## src/rtl/reg_transfer_ctrl_if.sv

```systemverilog
// Request/operand/result bundle between a transfer requester and reg_transfer_ctrl.
// The requester drives the operands and REG_OUT; the controller drives the register bus and status.
interface reg_transfer_ctrl_if #(
  parameter int unsigned SEL_W  = 2,
  parameter int unsigned DATA_W = 8
) ();
  localparam int unsigned NUM_REGS = 1 << SEL_W;

  logic                         REQ;
  logic [SEL_W-1:0]             SRC_SEL;
  logic [SEL_W-1:0]             DST_SEL;
  logic                         IMM_EN;
  logic [DATA_W-1:0]            IMM_DATA;
  logic [NUM_REGS*DATA_W-1:0]   REG_OUT;
  logic [DATA_W-1:0]            BUS_OUT;
  logic [NUM_REGS-1:0]          LOAD_OUT;
  logic                         BUSY;
  logic                         DONE;
  logic                         ERR;
  logic [7:0]                   XFER_CNT;

  modport master (
    output REQ, SRC_SEL, DST_SEL, IMM_EN, IMM_DATA, REG_OUT,
    input  BUS_OUT, LOAD_OUT, BUSY, DONE, ERR, XFER_CNT
  );

  modport slave (
    input  REQ, SRC_SEL, DST_SEL, IMM_EN, IMM_DATA, REG_OUT,
    output BUS_OUT, LOAD_OUT, BUSY, DONE, ERR, XFER_CNT
  );
endinterface

```

## src/rtl/reg_transfer_ctrl.sv

```systemverilog
// Register-bank transfer sequencer: moves one byte (register or immediate) into a
// destination register via a fixed READ/WRITE/DONE sequence, counting successful moves.
module reg_transfer_ctrl #(
  parameter int unsigned SEL_W  = 2,
  parameter int unsigned DATA_W = 8
) (
  input  logic                  CLK,
  input  logic                  CLEAR,
  reg_transfer_ctrl_if.slave    bus
);
  localparam int unsigned NUM_REGS = 1 << SEL_W;
  localparam int unsigned CNT_W    = 8;

  typedef enum logic [1:0] {S_IDLE, S_READ, S_WRITE, S_DONE} state_e;

  state_e                state_q,    state_d;
  logic [SEL_W-1:0]      src_q,      src_d;
  logic [SEL_W-1:0]      dst_q,      dst_d;
  logic                  imm_en_q,   imm_en_d;
  logic [DATA_W-1:0]     imm_data_q, imm_data_d;
  logic [DATA_W-1:0]     hold_q,     hold_d;
  logic                  rej_q,      rej_d;
  logic [DATA_W-1:0]     bus_q,      bus_d;
  logic [NUM_REGS-1:0]   load_q,     load_d;
  logic                  busy_q,     busy_d;
  logic                  done_q,     done_d;
  logic                  err_q,      err_d;
  logic [CNT_W-1:0]      cnt_q,      cnt_d;

  // Next-state and next-output logic; outputs are registered one cycle behind the state.
  always_comb begin
    state_d    = state_q;
    src_d      = src_q;
    dst_d      = dst_q;
    imm_en_d   = imm_en_q;
    imm_data_d = imm_data_q;
    hold_d     = hold_q;
    rej_d      = rej_q;
    bus_d      = bus_q;
    load_d     = '0;
    done_d     = 1'b0;
    err_d      = 1'b0;
    cnt_d      = cnt_q;

    unique case (state_q)
      S_IDLE: begin
        if (bus.REQ) begin
          src_d      = bus.SRC_SEL;
          dst_d      = bus.DST_SEL;
          imm_en_d   = bus.IMM_EN;
          imm_data_d = bus.IMM_DATA;
          rej_d      = 1'b0;
          state_d    = S_READ;
        end
      end
      S_READ: begin
        hold_d  = imm_en_q ? imm_data_q
                           : bus.REG_OUT[32'(src_q) * DATA_W +: DATA_W];
        rej_d   = !imm_en_q && (src_q == dst_q);
        state_d = S_WRITE;
      end
      S_WRITE: begin
        // A rejected transfer still occupies this slot so DONE timing is uniform.
        if (!rej_q) begin
          bus_d  = hold_q;
          load_d = NUM_REGS'(1) << dst_q;
        end
        state_d = S_DONE;
      end
      S_DONE: begin
        done_d = 1'b1;
        err_d  = rej_q;
        if (!rej_q && (cnt_q != {CNT_W{1'b1}})) begin
          cnt_d = cnt_q + CNT_W'(1);
        end
        state_d = S_IDLE;
      end
      default: state_d = S_IDLE;
    endcase

    busy_d = (state_d != S_IDLE);
  end

  always_ff @(posedge CLK) begin
    if (CLEAR) begin
      state_q    <= S_IDLE;
      src_q      <= '0;
      dst_q      <= '0;
      imm_en_q   <= 1'b0;
      imm_data_q <= '0;
      hold_q     <= '0;
      rej_q      <= 1'b0;
      bus_q      <= '0;
      load_q     <= '0;
      busy_q     <= 1'b0;
      done_q     <= 1'b0;
      err_q      <= 1'b0;
      cnt_q      <= '0;
    end else begin
      state_q    <= state_d;
      src_q      <= src_d;
      dst_q      <= dst_d;
      imm_en_q   <= imm_en_d;
      imm_data_q <= imm_data_d;
      hold_q     <= hold_d;
      rej_q      <= rej_d;
      bus_q      <= bus_d;
      load_q     <= load_d;
      busy_q     <= busy_d;
      done_q     <= done_d;
      err_q      <= err_d;
      cnt_q      <= cnt_d;
    end
  end

  assign bus.BUS_OUT  = bus_q;
  assign bus.LOAD_OUT = load_q;
  assign bus.BUSY     = busy_q;
  assign bus.DONE     = done_q;
  assign bus.ERR      = err_q;
  assign bus.XFER_CNT = cnt_q;
endmodule

```

## src/flat_wrapper.sv

```systemverilog
// flat-port wrapper written by rule: the top's interface ports become plain ports
module reg_transfer_ctrl_flat 
#(
  parameter int unsigned SEL_W  = 2,
  parameter int unsigned DATA_W = 8
)
  (CLK, CLEAR, bus_REQ, bus_SRC_SEL, bus_DST_SEL, bus_IMM_EN, bus_IMM_DATA, bus_REG_OUT, bus_BUS_OUT, bus_LOAD_OUT, bus_BUSY, bus_DONE, bus_ERR, bus_XFER_CNT);
  reg_transfer_ctrl_if #(.SEL_W(SEL_W), .DATA_W(DATA_W)) bus_i ();
  input  logic CLK;
  input  logic CLEAR;
  input wire logic [$bits(bus_i.REQ)-1:0] bus_REQ;
  input wire logic [$bits(bus_i.SRC_SEL)-1:0] bus_SRC_SEL;
  input wire logic [$bits(bus_i.DST_SEL)-1:0] bus_DST_SEL;
  input wire logic [$bits(bus_i.IMM_EN)-1:0] bus_IMM_EN;
  input wire logic [$bits(bus_i.IMM_DATA)-1:0] bus_IMM_DATA;
  input wire logic [$bits(bus_i.REG_OUT)-1:0] bus_REG_OUT;
  output wire logic [$bits(bus_i.BUS_OUT)-1:0] bus_BUS_OUT;
  output wire logic [$bits(bus_i.LOAD_OUT)-1:0] bus_LOAD_OUT;
  output wire logic [$bits(bus_i.BUSY)-1:0] bus_BUSY;
  output wire logic [$bits(bus_i.DONE)-1:0] bus_DONE;
  output wire logic [$bits(bus_i.ERR)-1:0] bus_ERR;
  output wire logic [$bits(bus_i.XFER_CNT)-1:0] bus_XFER_CNT;
  assign bus_i.REQ = bus_REQ;
  assign bus_i.SRC_SEL = bus_SRC_SEL;
  assign bus_i.DST_SEL = bus_DST_SEL;
  assign bus_i.IMM_EN = bus_IMM_EN;
  assign bus_i.IMM_DATA = bus_IMM_DATA;
  assign bus_i.REG_OUT = bus_REG_OUT;
  assign bus_BUS_OUT = bus_i.BUS_OUT;
  assign bus_LOAD_OUT = bus_i.LOAD_OUT;
  assign bus_BUSY = bus_i.BUSY;
  assign bus_DONE = bus_i.DONE;
  assign bus_ERR = bus_i.ERR;
  assign bus_XFER_CNT = bus_i.XFER_CNT;
  reg_transfer_ctrl #(.SEL_W(SEL_W), .DATA_W(DATA_W)) u_core (.CLK(CLK), .CLEAR(CLEAR), .bus(bus_i));
endmodule
```

## config.mk

```make
export PLATFORM = sky130hd
export DESIGN_NAME = reg_transfer_ctrl_flat
export DESIGN_NICKNAME = d
export VERILOG_FILES = /design/src/rtl/reg_transfer_ctrl_if.sv /design/src/rtl/reg_transfer_ctrl.sv /design/src/flat_wrapper.sv
export SDC_FILE = /design/constraint.sdc
export NUM_CORES = 1
export LEC_CHECK = 0
export ABC_CLOCK_PERIOD_IN_PS = 2870
export CORE_AREA = 10 10 81 76
export DETAILED_ROUTE_END_ITERATION = 10
export DIE_AREA = 0 0 91 86
export PLACE_DENSITY = 0.81
export SLEW_MARGIN = 5
export SYNTH_ARGS = -nofsm -noshare
export SYNTH_HDL_FRONTEND = slang
export SYNTH_SLANG_ARGS = --single-unit
```

## constraint.sdc

```tcl
create_clock -name CLK -period 2.87 [get_ports CLK]
set_input_delay 0.4305 -clock CLK [delete_from_list [all_inputs] [get_ports CLK]]
set_output_delay 0.4305 -clock CLK [all_outputs]
set_load 0.005 [all_outputs]
```

After elaboration in Yosys (flattened, before gate mapping)
Index checks and enable logic that the tools add are counted.
{"block": "word_totals", "regBits": 47, "latchBits": 0, "mem_bits_rw": 0, "rom_bits": 0, "input_bits": 48, "output_inout_bits": 23, "wordCells": 44, "n_memories": 0}
{"block": "classes", "add_sub_neg": 1, "mul": 0, "div": 0, "order_cmp": 0, "eq_ne": 6, "shift": 2, "n_mux": 6, "bitwise": 3, "n_reduce_logical": 13}
{"op": "$shiftx 32x6->8", "n": 1}
{"op": "$add 8x1->8 const B", "n": 1}
{"op": "$mux 8", "n": 1}
{"op": "$ne 8x8->1 const B", "n": 1}
{"op": "$pmux 2 s4", "n": 1}
{"op": "$reduce_and 2->1", "n": 4}
{"op": "$eq 2x2->1 const B", "n": 2}
{"op": "$reduce_bool 2->1", "n": 2}
{"op": "$shl 1x2->4 const A", "n": 1}
{"op": "$not 1->1", "n": 3}
{"op": "$reduce_or 3->1", "n": 1}
{"op": "$eq 2x1->1 const B", "n": 1}
{"op": "$eq 2x2->1", "n": 1}
{"op": "$logic_and 1x1->1", "n": 2}
{"op": "$logic_not 1->1", "n": 2}
{"op": "$logic_not 2->1", "n": 1}
{"op": "$mux 1", "n": 2}
{"op": "$mux 2", "n": 1}
{"op": "$ne 2x2->1 const B", "n": 1}
{"op": "$pmux 1 s2", "n": 1}
{"op": "$reduce_or 2->1", "n": 1}

Depth between registers and ports, before layout
{"block": "logic_depth", "ltp_word": 3, "ltp_mapped": 6, "depth_no_buf": 6}

Worst setup path before layout
OpenSTA, ideal clock, no wires.
{"block": "synth_path", "path_kind": "register to register", "from": "register u_core.state_q[0]", "to": "register u_core.cnt_q[5], in the netlist u_core.bus.XFER_CNT[5]", "setup_time_ns": 0.070, "arrival_time_ns": 1.424, "required_time_ns": 2.800, "slack_ns": 1.376, "stages_incl_launch_ff": 6, "path_buffers": 0, "period_less_slack_ns": 1.494, "path_cell_list": "dfxtp_1 -> ha_1 -> nand2b_4 -> o21bai_4 -> or4_1 -> a21oi_1"}
{"block": "synth_between", "elab_chain_cells": 2}
{"element": "from (decl)", "line": "reg_transfer_ctrl.sv:16", "rtl": "state_e state_q, state_d;"}
{"element": "from (signal assigned)", "line": "reg_transfer_ctrl.sv:100", "rtl": "state_q <= state_d;"}
{"element": "$eq 2x2->1", "line": "reg_transfer_ctrl.sv:45", "rtl": "unique case (state_q)"}
{"element": "$reduce_and 2->1 (no source line)"}
{"element": "to (signal assigned)", "line": "reg_transfer_ctrl.sv:112", "rtl": "cnt_q <= cnt_d;"}
{"element": "to (decl)", "line": "reg_transfer_ctrl.sv:28", "rtl": "logic [CNT_W-1:0] cnt_q, cnt_d;"}
Every way passes these cells.
A chain may end at the register's enable or synchronous reset.

Final worst setup path
{"block": "layout_path", "from": "input port CLEAR", "to": "register u_core.hold_q[5]"}
{"element": "from (decl)", "line": "flat_wrapper.sv:10", "rtl": "input logic CLEAR;"}
{"element": "to (signal assigned)", "line": "reg_transfer_ctrl.sv:105", "rtl": "hold_q <= hold_d;"}
{"element": "to (decl)", "line": "reg_transfer_ctrl.sv:21", "rtl": "logic [DATA_W-1:0] hold_q, hold_d;"}
No word-level cell between the ends.

==> flow_metrics.env <==
export IMPL_whs_ps=457.2
export IMPL_synth_area_per_cell_sq_um=9.479
export IMPL_h_tree_depth=2
export IMPL_cp_max_fo=25
export IMPL_hpwl_microns=4054
export IMPL_regArea_sq_um=940.9
export IMPL_finalSetupTns_ps=0
export IMPL_start_util_pct=46.41
export IMPL_cts_tree="done"
export IMPL_worstPathRequired_ps=3030
export IMPL_yosys_warnings=0
export IMPL_finClkSkew_ps=5.187
export IMPL_fmax_mhz=568.4
export IMPL_ir_worst_vdd_mv=0.3334
export IMPL_cts_resized_gates=0
export IMPL_crit_type="in -> reg"
export IMPL_num_vias=1798
export IMPL_numPortBuffers=70
export IMPL_hold_path_class="reg -> reg"
export IMPL_worst_pin_slew_ps=873.2
export IMPL_via_per_inst=5.227
export IMPL_rsz0062_at_grt="false"
export IMPL_dp_cells=336
export IMPL_cts_hold_buffers_added=0
export IMPL_cp_buffers_inverters=2
export IMPL_clock_root_buffer="clkbuf_8"
export IMPL_startpoint_type="primary input"
export IMPL_grt_pass1_vias=1809
export IMPL_rows=23
export IMPL_power_density_nw_per_um2=649.4
export IMPL_post_drt_wl_per_cell_microns=14.85
export IMPL_arrival_ps=1920
export IMPL_ys_ff_latch=47
export IMPL_num_io_pins=71
export IMPL_wl_microns=5110
export IMPL_gr_total_overflow=0
export IMPL_synth_fp_nets=270
export IMPL_clkSlewWorstSetupHoldPaths_ps=80
export IMPL_cts_buffers_inserted=5
export IMPL_async_flop_share_pct=0
export IMPL_clock_latency_ps=300
export IMPL_synthDistinctLibCells=36
export IMPL_mappedNetlistArea_sq_um=2057
export IMPL_cpLargestDelayFamily="buffers and inverters"
export IMPL_final_common_cell="clkdlybuf4s50_1"
export IMPL_diodes=0
export IMPL_hold_viol_final=0
export IMPL_drt_iter0_drc=83
export IMPL_period_share_pct=61.30
export IMPL_synthCells=217
export IMPL_area_growth_pct=40.45
export IMPL_status="completed"
export IMPL_drt_first_pass_iters=6
export IMPL_instances_no_fill=344
export IMPL_globalplace_congestion=0.8111
export IMPL_grt_use_total_pct=12.79
export IMPL_netlist_area_leader_share_pct=45.74
export IMPL_ys_seq_area_share_pct=45.74
export IMPL_ys_flop_type="dfxtp_1"
export IMPL_clk_path_buf_depth=2
export IMPL_layout_drive_gt1_share_pct=7.801
export IMPL_final_cell_mix="clkdlybuf4s50_1 (70), dfxtp_1 (47), nand2_1 (45), a21oi_1 (25), nor2_1 (14)"
export IMPL_core_area_sq_um=4432
export IMPL_grt_pass1_wl_microns=8376
export IMPL_cp_end_kind="register"
export IMPL_fillers=365
export IMPL_drc=0
export IMPL_period_needed_ps=1759
export IMPL_synth_top_area_cell="dfxtp_1"
export IMPL_synthTopCellsByArea="dfxtp_1 (46%), mux4_2 (8.8%), nand2_1 (8.2%)"
export IMPL_antenna_found_initial=0
export IMPL_max_stage_delay_ps=1040
export IMPL_die_y_microns=86
export IMPL_crit_slowest_cell="clkdlybuf4s50_1"
export IMPL_power_leakage_nw=1.008
export IMPL_setup_viol=0
export IMPL_max_slew_margin_pct=41.60
export IMPL_grt_max_degree=26
export IMPL_post_cts_buffers=0
export IMPL_multi_input_area_sq_um=1047
export IMPL_die_area_sq_um=7826
export IMPL_ant_nets=0
export IMPL_maxCapViolCount=0
export IMPL_slew_violations=0
export IMPL_cts_sinks=47
export IMPL_fin_nets=334
export IMPL_synth_edf_count=0
export IMPL_path_cells="clkdlybuf4s50_1 -> buf_4 -> a211oi_1"
export IMPL_die_w_microns=91
flip-flops by register name (all words and copies together), names as in the netlist:
name and cells:
u_core.bus.BUS_OUT 8, u_core.bus.XFER_CNT 8, u_core.hold_q 8, u_core.imm_data_q 8
u_core.bus.LOAD_OUT 4, u_core.dst_q 2, u_core.src_q 2, u_core.state_q 2
u_core.bus.BUSY 1, u_core.bus.DONE 1, u_core.bus.ERR 1, u_core.imm_en_q 1
u_core.rej_q 1
metal layers:
layer | vias to the layer above | global-route usage [%] | part of all wire, % | wire, microns
met5 | - | 0 | 0 | 0
met4 | 0 | 4.125 | 1.1 | 54
met3 | 8 | 8.188 | 12 | 613
met2 | 61 | 19.90 | 45 | 2304
met1 | 844 | 14.04 | 42 | 2137
li1 | 885 | - | - | -
cell usage after synthesis (2+ instances only):
cell type and count:
inv_1 3, and4b_1 2, a21oi_1 25, nand2_1 45
ha_1 5, nand3_1 3, clkbuf_1 11, mux2i_1 9
nand2b_1 2, and2_1 2, nor4b_1 3, nor2b_1 3
a211oi_1 9, dfxtp_1 47, xor2_1 3, nor2_1 14
o31ai_1 3, mux4_2 8, or4_1 3
path summary, 6_finish.rpt:
check,from,end,slack (ps),cells past startpoint
worst min-delay path,u_core.hold_q[1],u_core.bus.BUS_OUT[1],460,2
worst min register to register,u_core.hold_q[1],u_core.bus.BUS_OUT[1],460,2
worst max-delay path,CLEAR,u_core.hold_q[5],1110,3
worst max register to register,u_core.src_q[0],u_core.hold_q[1],1140,3
tightest hold or removal path: cells and delay by family, from the launching register on:
family	cells	cell delay, ps
flip-flops	1	320
AND/OR/NAND/NOR	1	50
AO/OA/AOI/OAI	1	50
power breakdown:
part,internal [mW],switching [mW]
logic,0.301,0.274
registers,0.769,0.0979
clock network,0.219,0.216
total,1.29,0.588
stage by stage:
stage	cell area [sq um]	worst slack [ps]	util [%]	power, mW
after floorplan	2057	1376	-	1.261
after global placement	2785	804.0	62.85	1.442
after detailed placement	2785	791.2	62.85	1.459
after CTS	2889	1093	65.19	1.890
after global routing	2889	962.4	65.19	1.996
final	2889	1111	65.19	1.876
cell families (layout without fill, tap and decap cells):
| group | Yosys count | after routing | synth area share [%] |
|---|---|---|---|
| xor+xnor | 4 | 4 | 1.703 |
| simple gates | 84 | 84 | 19.77 |
| fa+ha+maj | 5 | 5 | 3.041 |
| compound gates | 43 | 43 | 13.26 |
| buf+inv | 17 | 82 | 3.345 |
| mux | 17 | 17 | 13.14 |
| flops | 47 | 47 | 45.74 |
layout make-up:
cell class	count	share of cell area (%)
Clock inverter	1	0.2599
Sequential cell	47	32.57
Inverter	3	0.3898
Clock buffer	7	3.335
Timing Repair Buffer	71	24.51
Tap cell	62	2.685
Multi-Input combinational cell	153	36.25
(Power assumes the default switching activity.)
